$ cat src/rtl/vitoria_anim_ctrl.sv
// vitoria_anim_ctrl
// Victory-screen ship animation: after a win pulse the sprite rises from below the
// visible area to a target row, sways horizontally for a fixed number of frames and
// parks. Positions change only at the first clk of vertical blanking, so the renderer
// never sees a mid-frame jump. All outputs are registered.

module vitoria_anim_ctrl #(
   parameter int SCALE       = 6,
   parameter int H_ACTIVE    = 640,
   parameter int V_ACTIVE    = 480,
   parameter int Y_TARGET    = 200,
   parameter int STEP_Y      = 4,
   parameter int STEP_X      = 2,
   parameter int X_MIN       = 40,
   parameter int X_MAX       = 534,
   parameter int HOLD_FRAMES = 180
) (
   input  logic       clk,
   input  logic       reset,
   input  logic [9:0] h_counter,
   input  logic [9:0] v_counter,
   input  logic       start,
   output logic [9:0] pos_x,
   output logic [9:0] pos_y,
   output logic       active,
   output logic       done
);

   localparam int FCW = $clog2(HOLD_FRAMES + 1);

   localparam logic [9:0]     P_X_CENTER = 10'((H_ACTIVE - 11 * SCALE) / 2);
   localparam logic [9:0]     P_V_ACTIVE = 10'(V_ACTIVE);
   localparam logic [9:0]     P_Y_TARGET = 10'(Y_TARGET);
   localparam logic [9:0]     P_STEP_Y   = 10'(STEP_Y);
   localparam logic [9:0]     P_STEP_X   = 10'(STEP_X);
   localparam logic [9:0]     P_X_MIN    = 10'(X_MIN);
   localparam logic [9:0]     P_X_MAX    = 10'(X_MAX);
   localparam logic [FCW-1:0] P_CNT_LAST = FCW'(HOLD_FRAMES - 1);

   typedef enum logic [1:0] {
      S_IDLE,
      S_RISE,
      S_SWAY,
      S_DONE
   } state_t;

   // dir: 0 = moving right, 1 = moving left
   state_t         r_state,     w_state_nxt;
   logic [9:0]     r_pos_x,     w_pos_x_nxt;
   logic [9:0]     r_pos_y,     w_pos_y_nxt;
   logic           r_dir,       w_dir_nxt;
   logic [FCW-1:0] r_frame_cnt, w_frame_cnt_nxt;
   logic           r_active;
   logic           r_done;
   logic           r_cond_q;
   logic           w_cond;
   logic           w_tick;

   // One-clk frame tick on the rising edge of "first blanking pixel", so a clk faster
   // than the pixel clock still produces exactly one update per frame.
   assign w_cond = (h_counter == 10'd0) && (v_counter == P_V_ACTIVE);
   assign w_tick = w_cond & ~r_cond_q;

   assign pos_x  = r_pos_x;
   assign pos_y  = r_pos_y;
   assign active = r_active;
   assign done   = r_done;

   // State register and registered outputs; synchronous reset wins over everything.
   // NOTE: sequential state uses non-blocking (<=) so every register samples the
   // pre-edge values and the block order does not matter.
   always_ff @(posedge clk) begin
      if (reset) begin
         r_state     <= S_IDLE;
         r_pos_x     <= P_X_CENTER;
         r_pos_y     <= P_V_ACTIVE;
         r_dir       <= 1'b0;
         r_frame_cnt <= '0;
         r_active    <= 1'b0;
         r_done      <= 1'b0;
         r_cond_q    <= 1'b0;
      end else begin
         r_state     <= w_state_nxt;
         r_pos_x     <= w_pos_x_nxt;
         r_pos_y     <= w_pos_y_nxt;
         r_dir       <= w_dir_nxt;
         r_frame_cnt <= w_frame_cnt_nxt;
         r_active    <= (w_state_nxt != S_IDLE);
         r_done      <= (w_state_nxt == S_DONE);
         r_cond_q    <= w_cond;
      end
   end

   // Next-state and next-position logic for the rise / sway / park sequence.
   // NOTE: every signal assigned here gets a hold default first, so no path through
   // the case leaves one unassigned and no latch is inferred.
   always_comb begin
      w_state_nxt     = r_state;
      w_pos_x_nxt     = r_pos_x;
      w_pos_y_nxt     = r_pos_y;
      w_dir_nxt       = r_dir;
      w_frame_cnt_nxt = r_frame_cnt;

      case (r_state)
         S_IDLE, S_DONE: begin
            // A tick coinciding with start is deliberately not applied here.
            if (start) begin
               w_state_nxt = S_RISE;
               w_pos_x_nxt = P_X_CENTER;
               w_pos_y_nxt = P_V_ACTIVE;
            end
         end

         S_RISE: begin
            if (w_tick) begin
               // Compare the remaining distance before subtracting so pos_y never
               // drops below the target.
               if (({1'b0, r_pos_y} - {1'b0, P_Y_TARGET}) <= {1'b0, P_STEP_Y}) begin
                  w_pos_y_nxt     = P_Y_TARGET;
                  w_state_nxt     = S_SWAY;
                  w_frame_cnt_nxt = '0;
                  w_dir_nxt       = 1'b0;
               end else begin
                  w_pos_y_nxt = r_pos_y - P_STEP_Y;
               end
            end
         end

         S_SWAY: begin
            if (w_tick) begin
               w_frame_cnt_nxt = r_frame_cnt + 1'b1;
               // Reaching or passing a bound clamps to it and reverses direction.
               if (!r_dir) begin
                  if (({1'b0, r_pos_x} + {1'b0, P_STEP_X}) >= {1'b0, P_X_MAX}) begin
                     w_pos_x_nxt = P_X_MAX;
                     w_dir_nxt   = 1'b1;
                  end else begin
                     w_pos_x_nxt = r_pos_x + P_STEP_X;
                  end
               end else begin
                  if ({1'b0, r_pos_x} <= ({1'b0, P_X_MIN} + {1'b0, P_STEP_X})) begin
                     w_pos_x_nxt = P_X_MIN;
                     w_dir_nxt   = 1'b0;
                  end else begin
                     w_pos_x_nxt = r_pos_x - P_STEP_X;
                  end
               end
               if (r_frame_cnt == P_CNT_LAST) begin
                  w_state_nxt = S_DONE;
               end
            end
         end

         default: w_state_nxt = S_IDLE;
      endcase
   end

endmodule

$ cat config.mk
export PLATFORM = sky130hd
export DESIGN_NAME = vitoria_anim_ctrl
export DESIGN_NICKNAME = d
export VERILOG_FILES = /design/src/rtl/vitoria_anim_ctrl.sv
export SDC_FILE = /design/constraint.sdc
export NUM_CORES = 1
export LEC_CHECK = 0
export ABC_AREA = 1
export ABC_CLOCK_PERIOD_IN_PS = 2300
export BUFFER_PORTS_ARGS = -buffer_cell sky130_fd_sc_hd__buf_2
export CAP_MARGIN = 40
export CORE_MARGIN = 2
export CORE_UTILIZATION = 58
export CTS_BUF_LIST = sky130_fd_sc_hd__clkbuf_2
export DETAILED_ROUTE_END_ITERATION = 6
export HOLD_SLACK_MARGIN = 0.05
export PLACE_DENSITY_LB_ADDON = 0.12
export SKIP_CTS_REPAIR_TIMING = 1
export SLEW_MARGIN = 5
export SYNTH_ARGS = -nofsm -noshare
export SYNTH_HDL_FRONTEND = slang
export SYNTH_SLANG_ARGS = --single-unit
$ cat constraint.sdc
create_clock -name clk -period 2.3 [get_ports clk]
set_input_delay 0.23 -clock clk [delete_from_list [all_inputs] [get_ports clk]]
set_output_delay 0.23 -clock clk [all_outputs]
set_load 0.01 [all_outputs]
# Word level (Yosys, flattened, before mapping)
# Index checks and enable logic that the tools add are counted.
# totals
ff_bits,34
out_inout_bits,22
elab_cells,67
# classes
n_addsub,6
magnitude_cmp,3
eq_ne,10
muxes,27
bitwise,2
reduce_logical,11
# op_table
cell,n
10-bit 2-to-1 mux,8
10-bit case mux with 2 select lines,2
8-bit 2-to-1 mux,3
8-bit case mux with 2 select lines,1
10-bit by 2-bit adder with 11-bit output (second input constant),1
11-bit by 10-bit >= comparator with 1-bit output (second input constant),1
11-bit by 3-bit <= comparator with 1-bit output (second input constant),1
10-bit by 8-bit subtractor with 11-bit output (second input constant),1
10-bit by 2-bit adder with 10-bit output (second input constant),1
10-bit by 9-bit == test with 1-bit output (second input constant),1
10-bit by 6-bit <= comparator with 1-bit output (second input constant),1
10-bit logical NOT,1
2-bit 2-to-1 mux,5
10-bit by 2-bit subtractor with 10-bit output (second input constant),1
10-bit by 3-bit subtractor with 10-bit output (second input constant),1
8-bit by 1-bit adder with 8-bit output (second input constant),1
8-bit == test (second input constant),1
2-bit inequality test (second input constant),4
2-bit nonzero test,4
2-bit == test (second input constant),3
1-bit 2-to-1 mux,6
2-bit case mux with 3 select lines,1
3-bit AND reduction,2
4-bit AND reduction,1
other kinds (7),7

# Longest topological paths before layout
# Gate-level depths: netlist (run 1).
# depth
depth_word,6
ltp_mapped,16
depth_no_buf,16

# Worst setup path before layout (run 1)
# No wires, ideal clock.
# synth_timing
path_kind,register -> register
startpoint,register r_pos_y[4] (netlist: pos_y[4])
endpoint,register r_dir
setup_time_ns,0.132
arrival_time_ns,1.714
required_time_ns,2.168
slack_ns,0.454
stages_incl_launch_ff,13
path_buffers,0
period_less_slack_ns,1.846
path_cell_list,dfxtp_1 inv_1 ha_1 inv_1 nor2_1 nand2_1 nand4_1 nand2_1 nand3_2 o21ai_4 nand2_2 nand2_1 a21oi_1
# synth_between
elab_chain_len,4
# synth_lines
element,line_no,text
"start, declared",50,"logic [9:0] r_pos_y, w_pos_y_nxt;"
"start signal, assigned",85,r_pos_y <= w_pos_y_nxt;
10-bit by 8-bit subtractor with 11-bit output,118,"if (({1'b0, r_pos_y} - {1'b0, P_Y_TARGET}) <= {1'b0, P_STEP_Y}) begin"
11-bit by 3-bit <= comparator with 1-bit output,118,
2-bit inequality test (no source line),-,
4-bit AND reduction (no source line),-,
"end signal, assigned",86,r_dir <= w_dir_nxt;
"end, declared",51,"logic r_dir, w_dir_nxt;"
# No other way between the ends.
# A chain may end at the register's enable or synchronous reset.

# Worst setup path after layout (run 1)
# layout_timing
startpoint,register r_pos_y[4] (netlist: pos_y[4])
endpoint,register r_frame_cnt[6]
# layout_between
elab_chain_len,4
# layout_lines
element,line_no,text
10-bit by 8-bit subtractor with 11-bit output,118,
11-bit by 3-bit <= comparator with 1-bit output,118,
2-bit inequality test (no source line),-,
4-bit AND reduction (no source line),-,
"end signal, assigned",87,r_frame_cnt <= w_frame_cnt_nxt;
"end, declared",52,"logic [FCW-1:0] r_frame_cnt, w_frame_cnt_nxt;"
# No other way between the ends.

==> impl_metrics.json, run 1 <==
{
  "min_period_ns": 2.06,
  "grt_max_degree": 18,
  "min_to": "r_cond_q",
  "drt_iter0_drc": 223,
  "grt_pass1_vias": 2280,
  "grt_pass1_wl_um": 9750,
  "fin_worst_skew_ns": 0.0109,
  "wl_per_cell_um": 11.6,
  "setup_viol": 0,
  "drc": 0,
  "layout-drive-gt1-share": 0.198,
  "clockRootBuffer": "clkbuf_2",
  "critPathMaxFanout": 7,
  "reg2reg_slack_ns": 0.24,
  "critPathCaptureType": "register",
  "area_growth_pct": 11.9,
  "num_rows": 23,
  "clock_latency_ns": 0.38,
  "post-route-util": 0.692,
  "track_usage": 0.236,
  "clock-sinks": 32,
  "first_pass_iters": 5,
  "max_freq_mhz": 485,
  "initial_core_util": 0.618,
  "peakVddDrop_mv": 0.293,
  "tritoncts": "done",
  "timing.rr.end": "r_frame_cnt[6]",
  "seq_area_frac_synth": 0.254,
  "min_from": "v_counter[6]",
  "synth-warning-count": 0,
  "detailed_place_hpwl_um": 4240,
  "syn_area_um2": 2530,
  "postRouteAntennaNets": 0,
  "grt_overflow": 0,
  "yosysUniqueCellTypes": 43,
  "core-area_um2": 4090,
  "hold_class": "in -> reg",
  "r2r-start": "pos_y[4]",
  "io_pins": 45,
  "antenna_found_initial": 0,
  "finalMaxSlewViolations": 0,
  "diodes": 0,
  "synth-edff-count": 0,
  "critPathKind": "reg -> reg",
  "drv_cap": 0,
  "clockBufferDepth": 2,
  "hold_depth": 3,
  "leakagePower_uw": 0.00135,
  "startpoint_type": "register",
  "async_reset_ff_frac": 0,
  "die_h_um": 70.0,
  "cp.arrival_ns": 2.39,
  "synthFlopType": "dfxtp_1",
  "avgSynthCellArea_um2": 6.53,
  "power_density_nw_per_um2": 477,
  "worst-r2r-cell-count": 11,
  "design.die.area_um2": 4900,
  "drt-total-wl_um": 5550,
  "rsz0062_at_grt": "no",
  "synth_seq_cells": 32,
  "outcome": "finished, final reports clean",
  "port_buffers": 42,
  "chipWidth_um": 70.0,
  "route.vias.total": 2613,
  "clk_pin_slew_ns": 0.19,
  "hold_viol": 0,
  "cts-buffers-inserted": 5,
  "syn_inst": 387,
  "crit_required_ns": 2.63,
  "fin_setup_tns_ns": 0,
  "h-tree-depth": 2,
  "viasPerCell": 5.44,
  "nets": 465,
  "period_share": 0.896,
  "place_congestion": 0.915
}
[logic make-up (layout without fill, tap and decap cells)]
| group | Yosys count | after routing | synth area share |
|---|---|---|---|
| and+or+nand+nor | 211 | 211 | 0.398 |
| buffers and inverters | 63 | 105 | 0.105 |
| AOI/OAI and AO/OA | 53 | 53 | 0.129 |
| DFF | 32 | 32 | 0.254 |
| xor gates and xnor gates | 14 | 14 | 0.0485 |
| adders and majority gates | 13 | 13 | 0.0644 |
| other | 1 | 2 | 0.00148 |
[critical path: stages, from the launching register on]
cell and delay (ns):
dfxtp_1 0.40, inv_1 0.16, ha_1 0.19, inv_1 0.05
nor2_2 0.16, o21ai_1 0.10, o31ai_2 0.07, nand3_2 0.19
o21ai_4 0.29, buf_4 0.16, nand3_1 0.08, a21oi_1 0.15
[state kept, by name, indices dropped and copies added (netlist names)]
signal       cells
r_state          2
pos_y            8
r_dir            1
pos_x           10
active           1
r_cond_q         1
done             1
r_frame_cnt      8
[worst max path at each step]
stage / start / endpoint / slack [ns]
after CTS: pos_y[4] / r_frame_cnt[6] / 0.18
after detailed placement: pos_y[4] / r_frame_cnt[6] / 0.25
final: pos_y[4] / r_frame_cnt[6] / 0.24
after global placement: pos_y[4] / r_dir / 0.33
after floorplan: pos_y[4] / r_dir / 0.45
after global routing: pos_x[1] / pos_x[0] / 0.03
[cell usage after synthesis, types with 2 or more instances]
| cell type | count | share of area |
|---|---|---|
| nand2_2 | 8 | 0.020 |
| xor2_1 | 11 | 0.038 |
| nor3_1 | 6 | 0.012 |
| nor2_4 | 2 | 0.0089 |
| inv_1 | 47 | 0.070 |
| clkinv_1 | 2 | 0.0030 |
| nand3_1 | 40 | 0.079 |
| a21oi_1 | 26 | 0.052 |
| nand3_2 | 3 | 0.012 |
| o211ai_1 | 2 | 0.0059 |
| nor2_1 | 26 | 0.039 |
| ha_1 | 13 | 0.064 |
| a21oi_2 | 2 | 0.0069 |
| nor2_2 | 2 | 0.0050 |
| inv_2 | 3 | 0.0045 |
| nand2_1 | 97 | 0.14 |
| o21ai_1 | 5 | 0.0099 |
| xnor2_1 | 3 | 0.010 |
| o21ai_4 | 2 | 0.013 |
| o21ai_0 | 10 | 0.020 |
| or2_1 | 4 | 0.0099 |
| dfxtp_1 | 32 | 0.25 |
| buf_4 | 5 | 0.015 |
| or2_2 | 2 | 0.0050 |
| clkbuf_1 | 3 | 0.0045 |
| nand4_1 | 13 | 0.032 |
| nor3_2 | 2 | 0.0079 |
[cell usage in the layout (no fill, tap or decap), drive strengths merged, types with 2 or more instances in the layout]
cell	n
nand2	105
inv	50
buf	44
nand3	44
dfxtp	32
nor2	30
a21oi	28
o21ai	18
nand4	14
ha	13
xor2	11
nor3	8
or2	6
clkbuf	5
clkinv	4
xnor2	3
o211ai	2
conb	2
o31ai	2
o21bai	2
[routing by layer]
metal,vias up,share of wire,track usage
li1,1334,-,-
met4,0,0.010,0.0556
met2,75,0.45,0.379
met3,6,0.050,0.0375
met5,-,0,0
met1,1198,0.49,0.331
[metrics by stage]
| step | std cells | hold WS, ns | power, µW | instance area [µm²] | worst slack, ns |
|---|---|---|---|---|---|
| 2_1_floorplan | 388 | 0.424 | 869 | 2530 | 0.454 |
| 3_3_place_gp | 471 | 0.469 | 955 | 2750 | 0.326 |
| 3_5_place_dp | 471 | 0.482 | 959 | 2750 | 0.249 |
| 4_1_cts | 479 | 0.133 | 1350 | 2820 | 0.177 |
| 5_1_grt | 480 | 0.136 | 1430 | 2830 | 0.0329 |
| 6_report | 480 | 0.139 | 1350 | 2830 | 0.238 |
[power breakdown]
group | switching, µW | internal, µW | total [µW]
Sequential | 35.5 | 580 | 615
Combinational | 217 | 122 | 339
Clock | 212 | 182 | 393
Total | 464 | 883 | 1350
[final cells by class]
class	count	area [µm²]
multi-input cells	293	1630
clock buffers	5	25.0
inverters	53	204
flip-flops and latches	32	641
clock inverters	3	42.5
repair buffers	44	225
well taps	50	62.6
fillers	362	1260
Note: power is estimated with default switching activity, not from simulation.
==> inputs of run 2 (changes only) <==
Settings changed: CORE_UTILIZATION 58 to 35.
==> run 2 against run 1 <==
Against the previous run: power shrank 8.8%; final cell count grew 9.8%; critical path type unchanged; cell area grew 1.6%; register-to-register slack gained 0.04 ns; global-route usage shrank 6.6 points; clock power shrank 31%; largest power group unchanged; largest cell class unchanged; hold slack gained 0.019 ns; die area grew 62%; sequential share of layout area shrank 0.32 points.
==> impl_metrics.json, run 2 (synthesized netlist as in run 1, its figures left out) <==
{
  "hold_viol": 0,
  "cts-buffers-inserted": 5,
  "grt_max_degree": 18,
  "clockRootBuffer": "clkbuf_2",
  "crit_path_top_delay_cell": "dfxtp_1",
  "crit_chain": "inv_1, ha_1, inv_1, nor2_2, nand2_1, nand4_1, nand2_1, nand3_2, o21ai_4, buf_4, nand3_1, a21oi_1",
  "antenna_found_initial": 0,
  "min_period_ns": 2.02,
  "critPathKind": "reg -> reg",
  "outcome": "finished, final reports clean",
  "design.die.area_um2": 7910,
  "drv_cap": 0,
  "p_seq_frac": 0.501,
  "critPathMaxFanout": 6,
  "swShare": 0.369,
  "io_pins": 45,
  "diodes": 0,
  "h-tree-depth": 2,
  "power_density_nw_per_um2": 428,
  "cp.arrival_ns": 2.32,
  "wl_per_cell_um": 11.7,
  "route.vias.total": 2567,
  "postRouteAntennaNets": 0,
  "core-area_um2": 6910,
  "fin_worst_skew_ns": 0.0326,
  "clockPowerShare": 0.221,
  "chipWidth_um": 89.0,
  "clock-sinks": 32,
  "startpoint_type": "register",
  "comb_power_share": 0.278,
  "port_buffers": 42,
  "grt_pass1_wl_um": 10600,
  "first_pass_iters": 4,
  "detailed_place_hpwl_um": 4760,
  "clockBufferDepth": 2,
  "hold_ws_ns": 0.158,
  "viasPerCell": 4.87,
  "drt-total-wl_um": 6160,
  "num_rows": 30,
  "area_growth_pct": 13.7,
  "fin_ws_ns": 0.276,
  "fin_setup_tns_ns": 0,
  "layout-drive-gt1-share": 0.206,
  "clock_latency_ns": 0.38,
  "critPathCaptureType": "register",
  "drc": 0,
  "drt_iter0_drc": 131,
  "max_freq_mhz": 494,
  "crit_required_ns": 2.59,
  "hold_class": "in -> reg",
  "fill_cells": 791,
  "peakVddDrop_mv": 0.198,
  "die_h_um": 89.0,
  "pre_cts_slack_ns": 0.257,
  "track_usage": 0.170,
  "slowest_delay_ns": 0.45,
  "p_switching_uw": 453,
  "nets": 467,
  "initial_core_util": 0.366,
  "clk_pin_slew_ns": 0.18,
  "largest_register_ffs": 10,
  "grt_pass1_vias": 2366,
  "tritoncts": "done",
  "finalMaxSlewViolations": 0,
  "power.internal_uw": 776,
  "rsz0062_at_grt": "no",
  "final_cell_mix": "97 x nand2_1, 47 x inv_1, 42 x buf_2",
  "place_congestion": 0.862,
  "layout_commonest_cell": "nand2_1",
  "period_share": 0.880,
  "setup_viol": 0,
  "grt_overflow": 0,
  "leakagePower_uw": 0.00135
}
==> run 2: cell types whose count changed in the layout (fill, tap and decap cells not counted), sizes merged <==
cell	change
buf	+2
bufinv	-1
clkinvlp	-1
clkbuf	+1
==> run 2: worst paths after layout <==
check                  from        endpoint  slack, ns  cells past startpoint
min reg2reg  r_frame_cnt[7]  r_frame_cnt[7]       0.52                      2
max                pos_y[4]  r_frame_cnt[2]       0.28                     12
max reg2reg        pos_y[4]  r_frame_cnt[2]       0.28                     12
min            v_counter[0]        r_cond_q       0.16                      4
==> run 2: critical path, delay by kind of cell, from the launching register on <==
kind / cells / cell delay, ns
AO/OA/AOI/OAI: 2 / 0.41
adder cells (fa/ha/maj): 1 / 0.22
buffers and inverters: 3 / 0.36
flip-flops: 1 / 0.45
AND/OR/NAND/NOR: 6 / 0.51
==> run 2: layout make-up <==
| type | instances | area (µm²) | share of cell area |
|---|---|---|---|
| multi-input combinational | 293 | 1630 | 0.568 |
| sequential | 32 | 642 | 0.223 |
| timing repair buffer | 46 | 240 | 0.0836 |
| inverter | 53 | 204 | 0.0710 |
| tap | 96 | 120 | 0.0418 |
| clock buffer | 6 | 30.0 | 0.0105 |
| clock inverter | 1 | 5.00 | 0.00174 |
==> run 2: power by group through the flow <==
| stage | Clock [µW] | Sequential, µW | Combinational [µW] |
|---|---|---|---|
| finish | 271 | 615 | 342 |
| global route | 302 | 621 | 393 |
| CTS | 284 | 615 | 342 |
| detailed placement | 0 | 627 | 340 |
| global placement | 0 | 626 | 343 |
| floorplan | 0 | 629 | 240 |
==> run 2: stage by stage <==
stage,area (µm²),cells,total power (µW),util
floorplan,2530,388,869,-
global placement,2810,517,969,0.406
detailed placement,2810,517,967,0.406
CTS,2840,524,1240,0.411
global route,2870,527,1320,0.416
finish,2870,527,1230,0.416
==> run 2: routing by layer <==
metal | track usage | routed length, µm
met3 | 0.0268 | 249
met1 | 0.236 | 3080
met4 | 0.0556 | 100
met5 | 0 | 0
met2 | 0.269 | 2730
==> inputs of run 3 (changes only) <==
Settings changed: BUFFER_PORTS_ARGS -buffer_cell sky130_fd_sc_hd__buf_2 to default, CORE_MARGIN 2 to default, DONT_BUFFER_PORTS from default to 1.
==> run 3 against run 2 <==
Against the previous run: non-clock buffer count down 36; clock power up 46%; flip-flop and latch count unchanged; critical path depth down 1; largest cell class unchanged; largest power group unchanged; highest routed layer unchanged.
==> impl_metrics.json, run 3 (synthesized netlist as in run 1, its figures left out) <==
{
  "outcome": "finished, final reports clean",
  "stdcell_area_um2": 2750,
  "setup_viol": 0,
  "clockRootBuffer": "clkbuf_2",
  "hold_class": "in -> reg",
  "port_buffers": 0,
  "critPathKind": "reg -> reg",
  "startpoint_type": "register",
  "fin_cells": 492,
  "clock_latency_ns": 0.39,
  "critPathBufInv": 2,
  "drv_cap": 0,
  "track_usage": 0.170,
  "io_pins": 45,
  "max_slew_margin": 0.574,
  "place_area_um2": 2630,
  "final_cell_mix": "97 x nand2_1, 47 x inv_1, 40 x nand3_1",
  "min_period_ns": 2.10,
  "clockPowerShare": 0.298,
  "fin_worst_skew_ns": 0.0410,
  "detailed_place_hpwl_um": 4690,
  "postRouteAntennaNets": 0,
  "cp.arrival_ns": 2.33,
  "hold_viol": 0,
  "slowest_delay_ns": 0.41,
  "p_switching_uw": 461,
  "drt_iter0_drc": 95,
  "area_growth_pct": 8.72,
  "core-area_um2": 6870,
  "period_share": 0.913,
  "layout_commonest_cell": "nand2_1",
  "drt-total-wl_um": 6140,
  "critPathTopFamily": "simple AND/OR/NAND/NOR gates",
  "diodes": 0,
  "layout-drive-gt1-share": 0.119,
  "critPathMaxFanout": 9,
  "crit_required_ns": 2.53,
  "cts-buffers-inserted": 5,
  "crit_top_cell": "inv_1",
  "route.vias.total": 2414,
  "viasPerCell": 4.91,
  "die_h_um": 87.0,
  "h-tree-depth": 2,
  "crit_chain": "inv_1, ha_1, inv_1, nor2_1, o21ai_1, o31ai_2, nand3_2, o21ai_4, nand2_2, nand2_1, a21oi_1",
  "grt_pass1_vias": 2216,
  "peakVddDrop_mv": 0.209,
  "wl_per_cell_um": 12.5,
  "largest_register_ffs": 10,
  "comb_power_share": 0.232,
  "grt_overflow": 0,
  "swShare": 0.347,
  "fin_ws_ns": 0.200,
  "max_freq_mhz": 476,
  "grt_pass1_wl_um": 10200,
  "finalMaxSlewViolations": 0,
  "fin_setup_tns_ns": 0,
  "numPlacedInstances": 479,
  "tritoncts": "done",
  "initial_core_util": 0.368,
  "critPathCaptureType": "register",
  "pre_cts_slack_ns": 0.193,
  "num_rows": 30,
  "first_pass_iters": 4,
  "place_congestion": 0.800,
  "nets": 431,
  "clk_pin_slew_ns": 0.22,
  "chipWidth_um": 87.0,
  "crit_path_top_delay_cell": "dfxtp_2",
  "power_density_nw_per_um2": 484,
  "grt_max_degree": 18,
  "rsz0062_at_grt": "no",
  "clock-sinks": 32,
  "worstMarginPinSlew_ns": 0.637,
  "antenna_found_initial": 0,
  "design.die.area_um2": 7560,
  "leakagePower_uw": 0.00122,
  "clockBufferDepth": 2,
  "p_seq_frac": 0.470,
  "power.internal_uw": 868,
  "hold_ws_ns": 0.125,
  "drc": 0
}
## run 3: changes by cell type in the layout (fill, tap and decap cells not counted)
cell,before,now
dfxtp_1,31,30
nor2_1,24,26
dlygate4sd3_1,0,5
ha_1,12,13
bufinv_16,0,1
buf_2,42,0
buf_4,4,5
dfxtp_2,1,2
clkinvlp_4,0,1
nor2_2,4,2
clkbuf_2,6,5
ha_2,1,0
## run 3: final cells by class
type	instances	area, µm²
timing repair buffer	10	87.6
fill	771	4120
clock inverter	3	42.5
clock buffer	5	25.0
tap	96	120
multi-input combinational	293	1620
sequential	32	643
inverter	53	204
## run 3: layer usage
layer	track usage	vias up	routed length [µm]
li1	-	1270	-
met1	0.231	1082	3120
met2	0.268	58	2710
met3	0.0370	4	261
met4	0.0515	0	53
met5	0	-	0
## run 3: final timing paths
kind / from / end / slack [ns] / cells past startpoint
hold reg to reg: r_frame_cnt[7] / r_frame_cnt[7] / 0.51 / 2
setup reg to reg: pos_y[3] / r_dir / 0.20 / 11
setup / recovery: pos_y[3] / r_dir / 0.20 / 11
hold / removal: reset / pos_x[3] / 0.13 / 2
## run 3: stage by stage
step / total power (µW) / util
global route: 1420 / 0.400
finish: 1330 / 0.400
floorplan: 869 / -
global placement: 937 / 0.382
CTS: 1340 / 0.392
detailed placement: 935 / 0.382
## run 3: power groups by stage
stage | Clock, µW | Combinational (µW) | Sequential [µW]
4_1_cts | 415 | 302 | 625
6_report | 396 | 308 | 625
3_5_place_dp | 0 | 299 | 636
5_1_grt | 438 | 350 | 630
3_3_place_gp | 0 | 301 | 636
2_1_floorplan | 0 | 240 | 629
